--- config.mk ---
export PLATFORM = sky130hd
export DESIGN_NAME = fp_ci_issuer_flat
export DESIGN_NICKNAME = d
export VERILOG_FILES = /design/src/rtl/fp_ci_pkg.sv /design/src/rtl/fp_ci_issuer_if.sv /design/src/rtl/fp_ci_wait_timer.sv /design/src/rtl/fp_ci_issuer.sv /design/src/flat_wrapper.sv
export SDC_FILE = /design/constraint.sdc
export NUM_CORES = 1
export LEC_CHECK = 0
export BUFFER_PORTS_ARGS = -buffer_cell sky130_fd_sc_hd__buf_4
export CORE_MARGIN = 2
export CORE_UTILIZATION = 35
export CTS_BUF_LIST = sky130_fd_sc_hd__clkbuf_4 sky130_fd_sc_hd__clkbuf_8 sky130_fd_sc_hd__clkbuf_16
export DETAILED_ROUTE_END_ITERATION = 10
export GPL_ROUTABILITY_DRIVEN = 0
export PLACE_DENSITY = 0.6
export SYNTH_ARGS = -nofsm -noshare
export SYNTH_HDL_FRONTEND = slang
export SYNTH_SLANG_ARGS = --single-unit
--- constraint.sdc ---
create_clock -name clk -period 3.7 [get_ports clk]
set_clock_uncertainty 0.05 [all_clocks]
set_input_delay 0.185 -clock clk [delete_from_list [all_inputs] [get_ports clk]]
set_output_delay 0.185 -clock clk [all_outputs]
set_load 0.005 [all_outputs]
--- src/rtl/fp_ci_pkg.sv ---
// Shared types and constants for the floating-point custom-instruction issuer.
// Holds the FSM state enum, the quiet-NaN timeout payload and the debug struct.
package fp_ci_pkg;

    localparam int FP_W = 32;
    localparam int CNT_W = 16;

    typedef logic [FP_W-1:0] fp_word_t;
    typedef logic [CNT_W-1:0] fp_cnt_t;

    localparam fp_word_t FP_QNAN = 32'h7FC0_0000;

    typedef enum logic [1:0] {
        ST_IDLE  = 2'd0,
        ST_ISSUE = 2'd1,
        ST_WAIT  = 2'd2,
        ST_HOLD  = 2'd3
    } fp_ci_state_e;

    typedef struct packed {
        fp_ci_state_e state;
        fp_cnt_t      wait_cnt;
        logic         done_ok;
        logic         timeout;
    } fp_ci_dbg_t;

    // Statistics counters roll over from 16'hFFFF back to zero.
    function automatic fp_cnt_t cnt_wrap_inc(input fp_cnt_t c);
        return c + fp_cnt_t'(1);
    endfunction

endpackage

--- src/rtl/fp_ci_issuer_if.sv ---
// Bundle of the operand, FP-unit and result channels of the issuer.
// master = issuer side, slave = surrounding system (producer, FP unit, consumer).
interface fp_ci_issuer_if;
    import fp_ci_pkg::*;

    // Operand and result channels use valid/ready: a transfer happens on a rising
    // edge where both are high; valid, once raised, holds its payload stable until
    // that transfer, and ready may depend on state but never on valid.
    logic     in_valid;
    logic     in_ready;
    fp_word_t in_dataa;
    fp_word_t in_datab;

    logic     ci_start;
    fp_word_t ci_dataa;
    fp_word_t ci_datab;
    fp_word_t ci_result;
    logic     ci_done;

    logic     out_valid;
    logic     out_ready;
    fp_word_t out_result;
    logic     out_timeout;

    fp_cnt_t  op_count;
    fp_cnt_t  to_count;

    modport master (
        input  in_valid, in_dataa, in_datab, ci_result, ci_done, out_ready,
        output in_ready, ci_start, ci_dataa, ci_datab,
               out_valid, out_result, out_timeout, op_count, to_count
    );

    modport slave (
        output in_valid, in_dataa, in_datab, ci_result, ci_done, out_ready,
        input  in_ready, ci_start, ci_dataa, ci_datab,
               out_valid, out_result, out_timeout, op_count, to_count
    );

endinterface

--- src/rtl/fp_ci_wait_timer.sv ---
// Wait counter for one FP-unit operation: gates ci_done until MIN_LAT cycles
// have elapsed and flags a timeout once TIMEOUT_CYCLES is reached.
module fp_ci_wait_timer
    import fp_ci_pkg::*;
#(
    parameter int TIMEOUT_CYCLES = 255,
    parameter int MIN_LAT        = 2
) (
    input  logic    clk,
    input  logic    reset_n,
    input  logic    i_clear,
    input  logic    i_run,
    input  logic    i_done,
    output logic    o_done_ok,
    output logic    o_timeout,
    output fp_cnt_t o_count
);

    localparam int CMAX = (MIN_LAT > TIMEOUT_CYCLES) ? MIN_LAT : TIMEOUT_CYCLES;
    localparam int CW   = (CMAX < 2) ? 1 : $clog2(CMAX + 1);

    localparam logic [CW-1:0] C_MIN = CW'(MIN_LAT);
    localparam logic [CW-1:0] C_TO  = CW'(TIMEOUT_CYCLES);

    logic [CW-1:0] r_cnt;

    // Saturates at the timeout value so the counter can never wrap back below MIN_LAT.
    always_ff @(posedge clk or negedge reset_n) begin
        if (!reset_n) begin
            r_cnt <= '0;
        end else if (i_clear) begin
            r_cnt <= '0;
        end else if (i_run && (r_cnt != C_TO)) begin
            r_cnt <= r_cnt + CW'(1);
        end
    end

    assign o_done_ok = i_run && i_done && (r_cnt >= C_MIN);
    assign o_timeout = i_run && (r_cnt >= C_TO);
    assign o_count   = CNT_W'(r_cnt);

endmodule

--- src/rtl/fp_ci_issuer.sv ---
// Issues one operand pair at a time to a multi-cycle FP unit and returns its result,
// substituting a quiet NaN with out_timeout=1 when the unit never signals done.
module fp_ci_issuer
    import fp_ci_pkg::*;
#(
    parameter int TIMEOUT_CYCLES = 255,
    parameter int MIN_LAT        = 2
) (
    input  logic                  clk,
    input  logic                  reset_n,
    fp_ci_issuer_if.master        io_bus,
    output fp_ci_dbg_t            o_dbg
);

    fp_ci_state_e r_state;
    logic         r_in_ready;
    logic         r_ci_start;
    fp_word_t     r_ci_dataa;
    fp_word_t     r_ci_datab;
    logic         r_out_valid;
    fp_word_t     r_out_result;
    logic         r_out_timeout;
    fp_cnt_t      r_op_count;
    fp_cnt_t      r_to_count;

    logic         w_timer_clear;
    logic         w_timer_run;
    logic         w_done_ok;
    logic         w_timeout;
    fp_cnt_t      w_wait_cnt;

    assign w_timer_clear = (r_state == ST_ISSUE);
    assign w_timer_run   = (r_state == ST_WAIT);

    fp_ci_wait_timer #(
        .TIMEOUT_CYCLES (TIMEOUT_CYCLES),
        .MIN_LAT        (MIN_LAT)
    ) u_timer (
        .clk       (clk),
        .reset_n   (reset_n),
        .i_clear   (w_timer_clear),
        .i_run     (w_timer_run),
        .i_done    (io_bus.ci_done),
        .o_done_ok (w_done_ok),
        .o_timeout (w_timeout),
        .o_count   (w_wait_cnt)
    );

    // Operands are only reloaded in IDLE, so they stay put for the unit from ISSUE through HOLD.
    always_ff @(posedge clk or negedge reset_n) begin
        if (!reset_n) begin
            r_state       <= ST_IDLE;
            r_in_ready    <= 1'b1;
            r_ci_start    <= 1'b0;
            r_ci_dataa    <= '0;
            r_ci_datab    <= '0;
            r_out_valid   <= 1'b0;
            r_out_result  <= '0;
            r_out_timeout <= 1'b0;
            r_op_count    <= '0;
            r_to_count    <= '0;
        end else begin
            r_ci_start <= 1'b0;
            case (r_state)
                ST_IDLE: begin
                    if (io_bus.in_valid) begin
                        r_ci_dataa <= io_bus.in_dataa;
                        r_ci_datab <= io_bus.in_datab;
                        r_in_ready <= 1'b0;
                        r_ci_start <= 1'b1;
                        r_state    <= ST_ISSUE;
                    end
                end
                ST_ISSUE: begin
                    r_state <= ST_WAIT;
                end
                ST_WAIT: begin
                    // A real result beats a timeout that lands in the same cycle.
                    if (w_done_ok) begin
                        r_out_result  <= io_bus.ci_result;
                        r_out_timeout <= 1'b0;
                        r_out_valid   <= 1'b1;
                        r_state       <= ST_HOLD;
                    end else if (w_timeout) begin
                        r_out_result  <= FP_QNAN;
                        r_out_timeout <= 1'b1;
                        r_out_valid   <= 1'b1;
                        r_state       <= ST_HOLD;
                    end
                end
                ST_HOLD: begin
                    if (io_bus.out_ready) begin
                        r_out_valid <= 1'b0;
                        r_in_ready  <= 1'b1;
                        r_op_count  <= cnt_wrap_inc(r_op_count);
                        if (r_out_timeout) begin
                            r_to_count <= cnt_wrap_inc(r_to_count);
                        end
                        r_state <= ST_IDLE;
                    end
                end
                default: begin
                    r_state     <= ST_IDLE;
                    r_in_ready  <= 1'b1;
                    r_out_valid <= 1'b0;
                end
            endcase
        end
    end

    assign io_bus.in_ready    = r_in_ready;
    assign io_bus.ci_start    = r_ci_start;
    assign io_bus.ci_dataa    = r_ci_dataa;
    assign io_bus.ci_datab    = r_ci_datab;
    assign io_bus.out_valid   = r_out_valid;
    assign io_bus.out_result  = r_out_result;
    assign io_bus.out_timeout = r_out_timeout;
    assign io_bus.op_count    = r_op_count;
    assign io_bus.to_count    = r_to_count;

    assign o_dbg.state    = r_state;
    assign o_dbg.wait_cnt = w_wait_cnt;
    assign o_dbg.done_ok  = w_done_ok;
    assign o_dbg.timeout  = w_timeout;

endmodule

--- src/flat_wrapper.sv ---
// flat-port wrapper written by rule: the top's interface ports become plain ports
module fp_ci_issuer_flat import fp_ci_pkg::*;
#(
    parameter int TIMEOUT_CYCLES = 255,
    parameter int MIN_LAT        = 2
)
  (clk, reset_n, o_dbg, io_bus_in_valid, io_bus_in_dataa, io_bus_in_datab, io_bus_ci_result, io_bus_ci_done, io_bus_out_ready, io_bus_in_ready, io_bus_ci_start, io_bus_ci_dataa, io_bus_ci_datab, io_bus_out_valid, io_bus_out_result, io_bus_out_timeout, io_bus_op_count, io_bus_to_count);
  fp_ci_issuer_if io_bus_i ();
  input  logic clk;
  input  logic reset_n;
  output fp_ci_dbg_t o_dbg;
  input wire logic [$bits(io_bus_i.in_valid)-1:0] io_bus_in_valid;
  input wire logic [$bits(io_bus_i.in_dataa)-1:0] io_bus_in_dataa;
  input wire logic [$bits(io_bus_i.in_datab)-1:0] io_bus_in_datab;
  input wire logic [$bits(io_bus_i.ci_result)-1:0] io_bus_ci_result;
  input wire logic [$bits(io_bus_i.ci_done)-1:0] io_bus_ci_done;
  input wire logic [$bits(io_bus_i.out_ready)-1:0] io_bus_out_ready;
  output wire logic [$bits(io_bus_i.in_ready)-1:0] io_bus_in_ready;
  output wire logic [$bits(io_bus_i.ci_start)-1:0] io_bus_ci_start;
  output wire logic [$bits(io_bus_i.ci_dataa)-1:0] io_bus_ci_dataa;
  output wire logic [$bits(io_bus_i.ci_datab)-1:0] io_bus_ci_datab;
  output wire logic [$bits(io_bus_i.out_valid)-1:0] io_bus_out_valid;
  output wire logic [$bits(io_bus_i.out_result)-1:0] io_bus_out_result;
  output wire logic [$bits(io_bus_i.out_timeout)-1:0] io_bus_out_timeout;
  output wire logic [$bits(io_bus_i.op_count)-1:0] io_bus_op_count;
  output wire logic [$bits(io_bus_i.to_count)-1:0] io_bus_to_count;
  assign io_bus_i.in_valid = io_bus_in_valid;
  assign io_bus_i.in_dataa = io_bus_in_dataa;
  assign io_bus_i.in_datab = io_bus_in_datab;
  assign io_bus_i.ci_result = io_bus_ci_result;
  assign io_bus_i.ci_done = io_bus_ci_done;
  assign io_bus_i.out_ready = io_bus_out_ready;
  assign io_bus_in_ready = io_bus_i.in_ready;
  assign io_bus_ci_start = io_bus_i.ci_start;
  assign io_bus_ci_dataa = io_bus_i.ci_dataa;
  assign io_bus_ci_datab = io_bus_i.ci_datab;
  assign io_bus_out_valid = io_bus_i.out_valid;
  assign io_bus_out_result = io_bus_i.out_result;
  assign io_bus_out_timeout = io_bus_i.out_timeout;
  assign io_bus_op_count = io_bus_i.op_count;
  assign io_bus_to_count = io_bus_i.to_count;
  fp_ci_issuer #(.TIMEOUT_CYCLES(TIMEOUT_CYCLES), .MIN_LAT(MIN_LAT)) u_core (.clk(clk), .reset_n(reset_n), .io_bus(io_bus_i), .o_dbg(o_dbg));
endmodule
==> impl_metrics.tcl <==
set metrics [dict create \
    synth_seq_area_share_pct 60.5 \
    grt_max_degree 95 \
    cts_inserted_buffers 17 \
    synth_top_area_share_pct 60.0 \
    powerDensity_nw_per_um2 693 \
    root_buffer "clkbuf_16" \
    cts_max_level 4 \
    tns_ns 0 \
    core_um2 16500 \
    status "complete, no violations" \
    rows 47 \
    setup_slack_ns 1.09 \
    critPathMaxFanout 24 \
    leakage_uw 0.00450 \
    fillers 1346 \
    numPlacedInstances 875 \
    dr.pass1.iters 4 \
    grt_pass1_vias 4944 \
    grt.total_usage_pct 18.3 \
    clk_pin_slew_worst_paths_ns 0.06 \
    syn_area_um2 5880 \
    grt.overflow.total 0 \
    cap_violations 0 \
    yosysWarnings 0 \
    synth_cell_types 46 \
    worst-setup-path-type "flip-flop to output pin" \
    wl_per_cell_um 16.0 \
    fmax_ghz 0.382 \
    cp-end-kind "output pin" \
    yosysTopAreaCell "dfrtp_1" \
    vias 4673 \
    initial_core_util_pct 35.6 \
    cts.path.max_buffers 2 \
    period_needed_ns 2.61 \
    yosys_most_used_dff "dfrtp_1" \
    async_flop_share_pct 100 \
    synth_area_per_cell_um2 13.7 \
    io_pins 253 \
    synth-seq-cells 142 \
    hpwl_um 10800 \
    die_area_um2 17900 \
    drt-total-wl_um 16100 \
    slew_violations 0 \
    antenna_found_initial 0 \
    post-place-ws_ns 1.51 \
    cp-start-kind "flip-flop" \
    post_cts_buffers 0 \
    drive_gt1_share_pct 45.7 \
    hold_class "primary input to flip-flop" \
    cts_tree "built" \
    cts_num_sinks 142 \
    required_ns 3.46 \
    max-slew-margin-rel_pct 42.7 \
    clock_latency_ns 0.40 \
    drc 0 \
    syn2layout_area_growth_pct 59.9 \
    antennaDiodeCount 0 \
    synthTopCellsByArea "dfrtp_1 (60%), mux2_2 (12%), xnor2_1 (3.9%)" \
    die_h_um 134 \
    via_per_inst 4.65 \
    drtIter0Drc 126 \
    die_w_um 134 \
    setup_viol 0 \
    fin_cells 1004 \
    finalHoldWorstSlack_ns 0.0685 \
    portBuffers 244 \
    syn_inst 428 \
    finalPower_uw 6510 \
    synth_edf_count 0 \
    fin_nets 881 \
    ant_nets 0 \
    cp.arrival_ns 2.38 \
    rsz0062_at_grt "false" \
    worst_slew_pin_slew_ns 0.859 \
    hold_viol 0 \
    period_share_pct 70.7 \
    ir_drop_v 0.000376 \
    grt_pass1_wl_um 26000 \
]
synthesized netlist by cell type (2+ instances only):
| cell type | number |
|---|---|
| dfrtp_1 | 141 |
| mux2_2 | 65 |
| xnor2_1 | 26 |
| a22o_1 | 23 |
| nand2_1 | 18 |
| nor2_1 | 17 |
| nand3_1 | 14 |
| nand4_1 | 13 |
| buf_4 | 10 |
| ha_1 | 9 |
| o22a_1 | 9 |
| xor2_1 | 9 |
| buf_2 | 8 |
| buf_6 | 7 |
| inv_1 | 7 |
| nor3_1 | 6 |
| a21oi_1 | 5 |
| and3_1 | 4 |
| and2_1 | 3 |
| a311oi_1 | 2 |
| and4_1 | 2 |
| nor4_2 | 2 |
| nor4_4 | 2 |
| o211ai_1 | 2 |
| o21a_1 | 2 |
| or2_2 | 2 |
path summary, 6_finish.rpt:
path | cells after the start | end | startpoint | slack [ns]
min in group asynchronous | 2 | u_core.io_bus.ci_dataa[11] | reset_n | 0.37
worst min register to register | 1 | u_core.io_bus.to_count[15] | u_core.io_bus.to_count[15] | 0.42
worst max-delay path | 7 | o_dbg[1] | u_core.u_timer.r_cnt[0] | 1.09
max in group asynchronous | 3 | u_core.io_bus.in_ready | reset_n | 2.30
worst min-delay path | 3 | u_core.io_bus.in_ready | io_bus_out_ready | 0.07
worst max register to register | 6 | u_core.io_bus.ci_dataa[24] | u_core.r_state[0] | 1.58
through the flow:
stage	area [µm²]	utilization [%]
global placement	7840	47.4
floorplan	5910	-
finish	9400	56.9
global route	9400	56.9
detailed placement	7840	47.4
CTS	9400	56.9
per-layer routing:
layer	global-route usage (%)	up-vias	wire length (µm)
li1	-	2191	-
met1	22.9	2282	6860
met2	30.5	181	7950
met3	4.60	19	1020
met4	6.80	0	284
met5	0	-	0
cells by family after synthesis:
logic type | after synthesis | share of synthesized area (%)
xor gates and xnor gates | 35 | 5.21
buffers and inverters | 35 | 3.94
muxes | 66 | 12.6
adders and majority gates | 9 | 1.92
AOI/OAI and AO/OA | 50 | 7.00
and+or+nand+nor | 90 | 8.77
other | 1 | 0.0638
DFF | 142 | 60.5
area by class of cell:
class,instances,area [µm²],share of cell area (%)
Sequential cell,142,3550,37.8
Timing Repair Buffer,344,2830,30.1
Multi-Input combinational cell,258,2120,22.5
Clock buffer,20,460,4.90
Tap cell,220,275,2.93
Clock inverter,12,133,1.41
Inverter,8,30.0,0.319
worst max-delay path, cell delays in order, from the launching register on:
cell	delay, ns
dfrtp_1	0.42
inv_1	0.11
ha_1	0.17
nor4_2	0.05
a21boi_2	0.35
nand2_2	0.24
inv_2	0.42
buf_4	0.20
state kept, by name (all words and copies together) (netlist names):
name                       count
u_core.io_bus.ci_dataa        32
u_core.io_bus.ci_datab        32
u_core.io_bus.ci_start         1
u_core.io_bus.in_ready         1
u_core.io_bus.op_count        16
u_core.io_bus.out_result      32
u_core.io_bus.out_timeout      1
u_core.io_bus.out_valid        1
u_core.io_bus.to_count        16
u_core.r_state                 2
u_core.u_timer.r_cnt           8
cells in the final DEF (no fill, tap or decap), types with 14 or more instances in the layout:
master         instances
a22o_1                23
buf_4                246
clkbuf_16             17
dfrtp_1              141
dlygate4sd3_1         97
mux2_2                65
nand2_1               18
nand3_1               14
nor2_1                17
xnor2_1               26
repair_timing:
action	in CTS	in global routing
resized for setup	0	0
hold buffers	97	0
hold endpoints to repair	188	0
power breakdown:
part	switching (µW)	internal (µW)	total, µW
clock	650	1040	1690
combinational	879	1420	2300
sequential	376	2150	2520
Power figures use the tool's default switching activity.
